$ cat src/rtl/janela_7taps.sv
`timescale 1ns/1ps
// ============================================================================
// janela_7taps
// ----------------------------------------------------------------------------
// Purpose:
//   Upstream feeder for the 7-tap filtroup interpolation filter. Converts a
//   raster pixel stream (one line at a time, in_last marks end of line) into
//   one 7-sample window per pixel, centred on that pixel. Taps are signed
//   DATA_WIDTH+2 values that drive filtroup in0..in6 directly.
//
//   Border handling:
//     default               : edge replication (first/last pixel repeated)
//     JANELA_ZERO_PAD_EN    : zero padding beyond both line edges
//
// Ports:
//   clk        in   clock, all state updates on rising edge
//   rst        in   synchronous active-high reset
//   in_valid   in   pixel present
//   in_ready   out  block accepts a pixel this cycle
//   in_data    in   unsigned pixel [DATA_WIDTH-1:0]
//   in_last    in   pixel is the last of its line
//   out_valid  out  window valid
//   out_ready  in   downstream consumes window
//   out_last   out  window is the last of its line
//   tap0..tap6 out  signed window, tap0 oldest, tap3 centre, tap6 newest
//   err_short  out  one-cycle pulse: a line shorter than 4 pixels was dropped
// ============================================================================
module janela_7taps #(
    parameter int DATA_WIDTH = 8
) (
    input  logic                         clk,
    input  logic                         rst,
    input  logic                         in_valid,
    output logic                         in_ready,
    input  logic [DATA_WIDTH-1:0]        in_data,
    input  logic                         in_last,
    output logic                         out_valid,
    input  logic                         out_ready,
    output logic                         out_last,
    output logic signed [DATA_WIDTH+1:0] tap0,
    output logic signed [DATA_WIDTH+1:0] tap1,
    output logic signed [DATA_WIDTH+1:0] tap2,
    output logic signed [DATA_WIDTH+1:0] tap3,
    output logic signed [DATA_WIDTH+1:0] tap4,
    output logic signed [DATA_WIDTH+1:0] tap5,
    output logic signed [DATA_WIDTH+1:0] tap6,
    output logic                         err_short
);

    localparam int TW = DATA_WIDTH + 2;
    // Shortest line that yields a full set of windows; tied to the 7-tap
    // geometry (centre plus three samples on each side).
    localparam int MIN_LINE = 4;

    typedef enum logic [1:0] {IDLE, FILL, RUN, FLUSH} state_t;

    state_t               state_q, state_d;
    logic signed [TW-1:0] tap_q [7];
    logic signed [TW-1:0] tap_d [7];
    logic signed [TW-1:0] upper [6];
    logic                 out_valid_q, out_valid_d;
    logic                 out_last_q, out_last_d;
    logic                 err_short_q, err_short_d;
    logic [2:0]           fill_q, fill_d;
    logic [1:0]           flush_q, flush_d;

    logic                 adv;
    logic                 accept;
    logic signed [TW-1:0] in_tap;
    logic signed [TW-1:0] edge_tap;   // left-border fill on the first pixel
    logic signed [TW-1:0] flush_tap;  // right-border sample shifted in while flushing

    assign adv      = !out_valid_q || out_ready;
    assign in_ready = !rst && (state_q != FLUSH) && adv;
    assign accept   = in_valid && in_ready;
    assign in_tap   = $signed({2'b00, in_data});

    // Taps 0..5 of a shifted window are simply taps 1..6 of the current one.
    genvar gi;
    generate
        for (gi = 0; gi < 6; gi++) begin : g_shift
            assign upper[gi] = tap_q[gi+1];
        end
    endgenerate

`ifdef JANELA_ZERO_PAD_EN
    assign edge_tap  = '0;
    assign flush_tap = '0;
`else
    // Last pixel of the line, replicated into the window during flush.
    logic signed [TW-1:0] last_q, last_d;

    always_comb begin
        last_d = last_q;
        if (accept && in_last) begin
            last_d = in_tap;
        end
    end

    always_ff @(posedge clk) begin
        if (rst) begin
            last_q <= '0;
        end else begin
            last_q <= last_d;
        end
    end

    assign edge_tap  = in_tap;
    assign flush_tap = last_q;
`endif

    always_comb begin
        state_d     = state_q;
        tap_d       = tap_q;
        // A consumed window leaves the slot empty unless refilled below.
        out_valid_d = adv ? 1'b0 : out_valid_q;
        out_last_d  = adv ? 1'b0 : out_last_q;
        err_short_d = 1'b0;
        fill_d      = fill_q;
        flush_d     = flush_q;

        case (state_q)
            IDLE: begin
                if (accept) begin
                    for (int j = 0; j < 6; j++) begin
                        tap_d[j] = edge_tap;
                    end
                    tap_d[6] = in_tap;
                    fill_d   = 3'd1;
                    if (in_last) begin
                        err_short_d = 1'b1;
                    end else begin
                        state_d = FILL;
                    end
                end
            end

            FILL: begin
                if (accept) begin
                    if (in_last && (fill_q < 3'(MIN_LINE - 1))) begin
                        // Too short: drop the line, window contents untouched.
                        err_short_d = 1'b1;
                        fill_d      = 3'd0;
                        state_d     = IDLE;
                    end else begin
                        for (int j = 0; j < 6; j++) begin
                            tap_d[j] = upper[j];
                        end
                        tap_d[6] = in_tap;
                        fill_d   = fill_q + 3'd1;
                        if (fill_q == 3'(MIN_LINE - 1)) begin
                            out_valid_d = 1'b1;
                            // A line of exactly MIN_LINE pixels goes straight to flush.
                            if (in_last) begin
                                flush_d = 2'd3;
                                state_d = FLUSH;
                            end else begin
                                state_d = RUN;
                            end
                        end
                    end
                end
            end

            RUN: begin
                if (accept) begin
                    for (int j = 0; j < 6; j++) begin
                        tap_d[j] = upper[j];
                    end
                    tap_d[6]    = in_tap;
                    out_valid_d = 1'b1;
                    if (in_last) begin
                        flush_d = 2'd3;
                        state_d = FLUSH;
                    end
                end
            end

            FLUSH: begin
                if (adv) begin
                    for (int j = 0; j < 6; j++) begin
                        tap_d[j] = upper[j];
                    end
                    tap_d[6]    = flush_tap;
                    out_valid_d = 1'b1;
                    flush_d     = flush_q - 2'd1;
                    if (flush_q == 2'd1) begin
                        out_last_d = 1'b1;
                        state_d    = IDLE;
                    end
                end
            end

            default: begin
                state_d = IDLE;
            end
        endcase
    end

    always_ff @(posedge clk) begin
        if (rst) begin
            state_q     <= IDLE;
            for (int j = 0; j < 7; j++) begin
                tap_q[j] <= '0;
            end
            out_valid_q <= 1'b0;
            out_last_q  <= 1'b0;
            err_short_q <= 1'b0;
            fill_q      <= 3'd0;
            flush_q     <= 2'd0;
        end else begin
            state_q     <= state_d;
            tap_q       <= tap_d;
            out_valid_q <= out_valid_d;
            out_last_q  <= out_last_d;
            err_short_q <= err_short_d;
            fill_q      <= fill_d;
            flush_q     <= flush_d;
        end
    end

    assign out_valid = out_valid_q;
    assign out_last  = out_last_q;
    assign err_short = err_short_q;
    assign tap0      = tap_q[0];
    assign tap1      = tap_q[1];
    assign tap2      = tap_q[2];
    assign tap3      = tap_q[3];
    assign tap4      = tap_q[4];
    assign tap5      = tap_q[5];
    assign tap6      = tap_q[6];

endmodule

$ cat config.mk
export PLATFORM = sky130hd
export DESIGN_NAME = janela_7taps
export DESIGN_NICKNAME = d
export VERILOG_FILES = /design/src/rtl/janela_7taps.sv
export SDC_FILE = /design/constraint.sdc
export NUM_CORES = 1
export LEC_CHECK = 0
export CORE_UTILIZATION = 50
export DETAILED_ROUTE_END_ITERATION = 8
export HOLD_SLACK_MARGIN = 0.03
export PLACE_DENSITY = 0.91
export RECOVER_POWER = 25
export SYNTH_ARGS = -nofsm -noshare
export SYNTH_HDL_FRONTEND = slang
export SYNTH_SLANG_ARGS = --single-unit
$ cat constraint.sdc
create_clock -name clk -period 2.2 [get_ports clk]
set_input_delay 0.55 -clock clk [delete_from_list [all_inputs] [get_ports clk]]
set_output_delay 0.55 -clock clk [all_outputs]
set_load 0.02 [all_outputs]
Word level (Yosys, flattened, before mapping)

Index checks and enable logic that the tools add are counted.

Flip-flop bits (word level): 88
Bits in latches: 0
Bits in writable memories: 0
Bits in read-only memories: 0
Input port bits: 13
Output and inout bits: 74
Logic and storage cells: 92
Memories: 0

Add/subtract/negate cells: 2
$mul: 0
Divide/modulo/power cells: 0
Order comparisons: 1
Equal/unequal tests: 16
Shift operators: 0
Mux-type cells: 44
Bitwise gates (word level): 0
Reductions and logical operators: 15

Operators by type and width:

| kind                                                                         | count |
|---|---|
| 70-bit 2-to-1 mux                                                            | 5 |
| 70-bit one-hot mux with 4 select lines                                       | 1 |
| 2-bit 2-to-1 mux                                                             | 15 |
| 2-bit inequality test, second input constant                                 | 10 |
| 1-bit 2-to-1 mux                                                             | 15 |
| 3-bit 2-to-1 mux                                                             | 3 |
| 2-bit one-hot mux with 4 select lines                                        | 1 |
| 8-bit AND reduction                                                          | 1 |
| 2-bit one-hot mux with 3 select lines                                        | 1 |
| 3-bit one-hot mux with 2 select lines                                        | 1 |
| 6-bit AND reduction                                                          | 1 |
| 1-bit logical AND                                                            | 5 |
| 5-bit AND reduction                                                          | 1 |
| 2-bit by 1-bit == test with 1-bit output, second input constant              | 2 |
| 2-bit == test, second input constant                                         | 2 |
| 3-bit by 1-bit adder with 3-bit output, second input constant                | 1 |
| 3-bit by 2-bit == test with 1-bit output, second input constant              | 1 |
| 3-bit by 2-bit less-than comparator with 1-bit output, second input constant | 1 |
| 3-bit inequality test, second input constant                                 | 1 |
| 1-bit one-hot mux with 3 select lines                                        | 1 |
| 3-bit AND reduction                                                          | 1 |
| 3-bit nonzero test                                                           | 1 |
| 1-bit zero test                                                              | 2 |
| 2-bit zero test                                                              | 1 |
| other kinds (4)                                                              | 4 |

Depth between registers and ports, before layout

Depth after elaboration: 7
Mapped depth: 8
Mapped depth without buffers: 6

Least setup slack after synthesis

OpenSTA, ideal clock, no wires.

Path type: register to register
From: register state_q[0]
To: register tap_q (netlist bit tap2[2])
Library setup time: 0.146 ns
Arrival time: 1.756 ns
Data required time: 2.054 ns
Setup slack: 0.298 ns
Stages on the path, launching flop included: 9
Buffers on the path: 2
Cell sequence: dfxtp_1 ha_1 or2_4 nor3b_4 a21o_2 and2_1 buf_4 buf_6 a211oi_2

Cells in the longest elaborated chain, start to end: 6
Elaborated cells on any way between the ends: 15

Ends and longest elaborated chain:

| element                         | RTL line | source |
|---|---|---|
| start: declaration              | 57       | `state_t state_q, state_d;` |
| start signal: assignment        | 212      | `state_q <= state_d;` |
| 2-bit inequality test           | 74       | `assign in_ready = !rst && (state_q != FLUSH) && adv;` |
| 1-bit logical AND (2 in series) | 74       |  |
| 1-bit logical AND               | 75       | `assign accept = in_valid && in_ready;` |
| 2-bit inequality test (no line) | --       |  |
| 5-bit AND reduction (no line)   | --       |  |
| end signal: assignment          | 213      | `tap_q <= tap_d;` |
| end: declaration                | 58       | `logic signed [TW-1:0] tap_q [7];` |

Several ways; a longest one is shown, not always the timed one.
A chain may end at the register's enable or synchronous reset.

==> summary.txt <==
Run status
  – Outcome: completed

Timing
  – Final setup vio count: 0
  – Worst slew pin tran: about 1.1 ns
  – Fin crit share: a little over nine tenths
  – Final Max Slew Viols: 0
  – Peak Freq: approximately 480 MHz
  – Max_slew headroom: 27.3%
  – Final hold violation count: 0
  – RSZ-0062 raised after global routing: false
  – Final min period: 2.08 ns
  – Max Clock Skew: about 0.0075 ns

Power
  – PwrDens: 1350 nW/um^2
  – Worst vdd ir: between 0.8 and 0.9 mV
  – Pwr Total: ~0.0062 W
  – Static leakage: 1.69 nW

Clocking
  – Reg clk slew, reported paths: ~0.07 ns
  – Worst-Skew Late Latency: roughly 0.34 ns
  – Clock Tree Buf Depth: 2
  – TritonCTS clock tree: built
  – Root buffer cell: clkbuf_8
  – Sink Count: 74
  – TritonCTS buffer count: 9
  – CTS HTree Levels: 3

Die
  – Cell Rows: 31
  – Core ar.: ~7300 sq um
  – IO Pins: 87
  – Die Ht: slightly below 90 um
  – Initial Util: between 50% and 60%
  – DIE AREA: roughly 8000 sq um
  – Horiz. Die Dim: 88.4 um

Placement
  – Placer's final routability congestion estimate: a little under 0.9
  – IO buf count: between 70 and 80
  – DPL Wire Length: approximately 6.3 mm
  – Placed insts: 549

Logic synthesis
  – Library cells used by synthesis: 46
  – Yosys warnings: 0
  – Synth Register Bits: 74
  – Cells after Synth: between 400 and 500
  – Register area share after synthesis: between 30% and 40%
  – Area of the mapped netlist: 3730 sq um
  – Mean Syn Cell Area: 9.24 sq um

Cells and area
  – Share of layout cells above drive strength 1: between 10% and 20%
  – Multi-input logic area: 1920 sq um
  – ANT cells: 0
  – Sequential Area: between 1000 and 1500 sq um
  – Nets: a little under 500
  – Non-filler cells, final: approximately 560
  – Syn-to-layout area delta: 23.1%
  – Filler instances: a little over 600

Detailed routing
  – DRC viols: 0
  – Initial drt markers: about 240
  – Routed wire length: ~9.2 mm
  – Number of vias per cell: ~5.9
  – Post-route ant nets: 0
  – Vias post-DR: 3350
  – Routed len/inst: ~16 um
  – Drt pass-1 iters: 4

Critical path
  – Crit Path Class: reg -> reg
  – Critical Path AT: between 2 and 2.5 ns
  – Worst r2r path cells: 8
  – R2R setup slack: 0.12 ns
  – Reg2Reg Capture Point: flush_q[1]$_SDFFE_PP0P_
  – CP Max Fanout: 6
  – Startpoint types: flop
  – CP endpoint kind: flop
  – Data required, critical path: 2.43 ns

GRT
  – GRT Overall Usage: between 20% and 30%
  – Vias in the first global route: around 2900
  – Antenna violations before repair: 0
  – Largest net degree at the start of global routing: 76
  – Total grt overflow: 0
  – First-pass GRT wire length: 14.3 mm

Flow run
  – Max Cap Violations: 0

Min path
  – Hold WC Path Type: reg -> reg
  – Hold depth: 2
stage by stage:
step	setup slack [ns]	hold slack, ns	setup TNS, ns	util, %	cell area [sq um]
floorplan	0.298	0.458	0	-	3780
global placement	-0.175	0.445	-4.64	61.3	4440
detailed placement	-0.190	0.474	-8.11	61.3	4440
CTS	0.0149	0.485	0	63.3	4590
global route	0.0100	0.504	0	63.4	4600
finish	0.123	0.481	0	63.4	4600
worst max-delay path: stages, from the launching register on:
cell and delay (ns):
dfxtp_1 0.35, ha_1 0.21, or2_4 0.26, buf_4 0.15
nor3b_4 0.19, buf_4 0.17, a311o_1 0.27, a21oi_1 0.10
a311oi_1 0.27
per-layer routing:
| metal | vias to the layer above | part of all wire [%] | global-route usage [%] |
|---|---|---|---|
| li1 | 1576 | - | - |
| met1 | 1591 | 44 | 31.8 |
| met2 | 161 | 47 | 36.7 |
| met3 | 22 | 5.8 | 3.64 |
| met4 | 0 | 3.2 | 14.2 |
| met5 | - | 0 | 0 |
where the power goes:
group	switching (W)	total, W	internal, W
registers	0.000347	0.00209	0.00175
clock network	0.000468	0.000864	0.000396
logic	0.00184	0.00324	0.00139
timing repair:
action	CTS	global route
buffers inserted	0	0
hold buffers	0	0
gates resized for setup	1	4
cloned	0	0
endpoints found under the setup margin	1	3
cells by family after synthesis:
group | Yosys count | share of synthesized area [%]
AO/OA/AOI/OAI | 195 | 37.4
flip-flops | 74 | 39.7
buffers and inverters | 66 | 10.5
AND/OR/NAND/NOR | 52 | 7.50
multiplexers | 8 | 2.14
adder cells (fa/ha/maj) | 8 | 2.68
other | 1 | 0.100
placed cells by master (no fill, tap or decap), drive strengths merged, types with 2 or more instances in the layout:
master         synthesis  final
inv                    6      6
nand4                  2      2
a21o                   2      2
dlygate4sd3            0     31
nor3                   3      3
a21oi                111    111
a211oi                59     59
o21ai                  2      2
or3                    2      2
dfxtp                 74     74
clkdlybuf4s50          0     39
mux2i                  8      8
a22oi                  9      9
nand2                  9      9
conb                   1     14
nor3b                  2      2
nand3                  2      2
ha                     8      8
nor2                  15     15
clkbuf                20     13
nor2b                  3      3
buf                   40     21
and2                   9      9
clkinv                 0      4
or2                    2      2
cells in the mapped netlist, drive strengths merged:
cell	n	area [sq um]
o2111ai	1	8.76
a22oi	9	67.6
a2111oi	1	8.76
a211oi	59	643
a21oi	111	556
nor2b	3	21.3
a221o	1	10.0
a221oi	1	8.76
nor3	3	15.0
a21o	2	16.3
a311oi	1	8.76
o22ai	1	6.26
or2	2	15.0
nor4b	1	8.76
dfxtp	74	1480
nor3b	2	26.3
buf	40	294
nor2	15	56.3
and2	9	56.3
inv	6	22.5
a311o	1	10.0
conb	1	3.75
o31ai	1	7.51
nand2	9	33.8
a41o	1	10.0
o2111a	1	11.3
nand2b	1	6.26
o21ai	2	10.0
or3	2	12.5
ha	8	100
mux2i	8	80.1
and3	1	6.26
a31oi	1	6.26
clkbuf	20	75.1
nand4	2	12.5
a31o	1	8.76
nand3	2	10.0
worst max-delay path by stage:
stage / start / slack (ns) / depth (start not counted) / to
after global placement: out_ready / -0.18 / 4 / in_ready
final: flop / 0.12 / 8 / flush_q[1]$_SDFFE_PP0P_
after global routing: flop / 0.01 / 8 / flush_q[0]$_SDFFE_PP0P_
after floorplan: state_q[0]$_SDFFE_PP0P_ / 0.30 / 8 / tap2[2]$_SDFFE_PP0P_
after CTS: flop / 0.01 / 4 / in_ready
after detailed placement: out_ready / -0.19 / 4 / in_ready
final cells by class:
cell class	count	share of cell area (%)
repair buffers	93	19.5
clock inverters	4	0.435
clock buffers	11	2.86
well taps	99	2.69
multi-input cells	277	41.8
inverters	6	0.490
flip-flops and latches	74	32.2
flip-flops by register name (all words and copies together) (netlist names), named ones only:
name / cells
fill_q: 3
tap3: 8
tap0: 8
flush_q: 2
err_short: 1
tap6: 8
flush_tap: 8
tap5: 8
tap1: 8
tap2: 8
tap4: 8
state_q: 1
out_valid: 1
No activity file was read; power rests on OpenSTA's default activity.
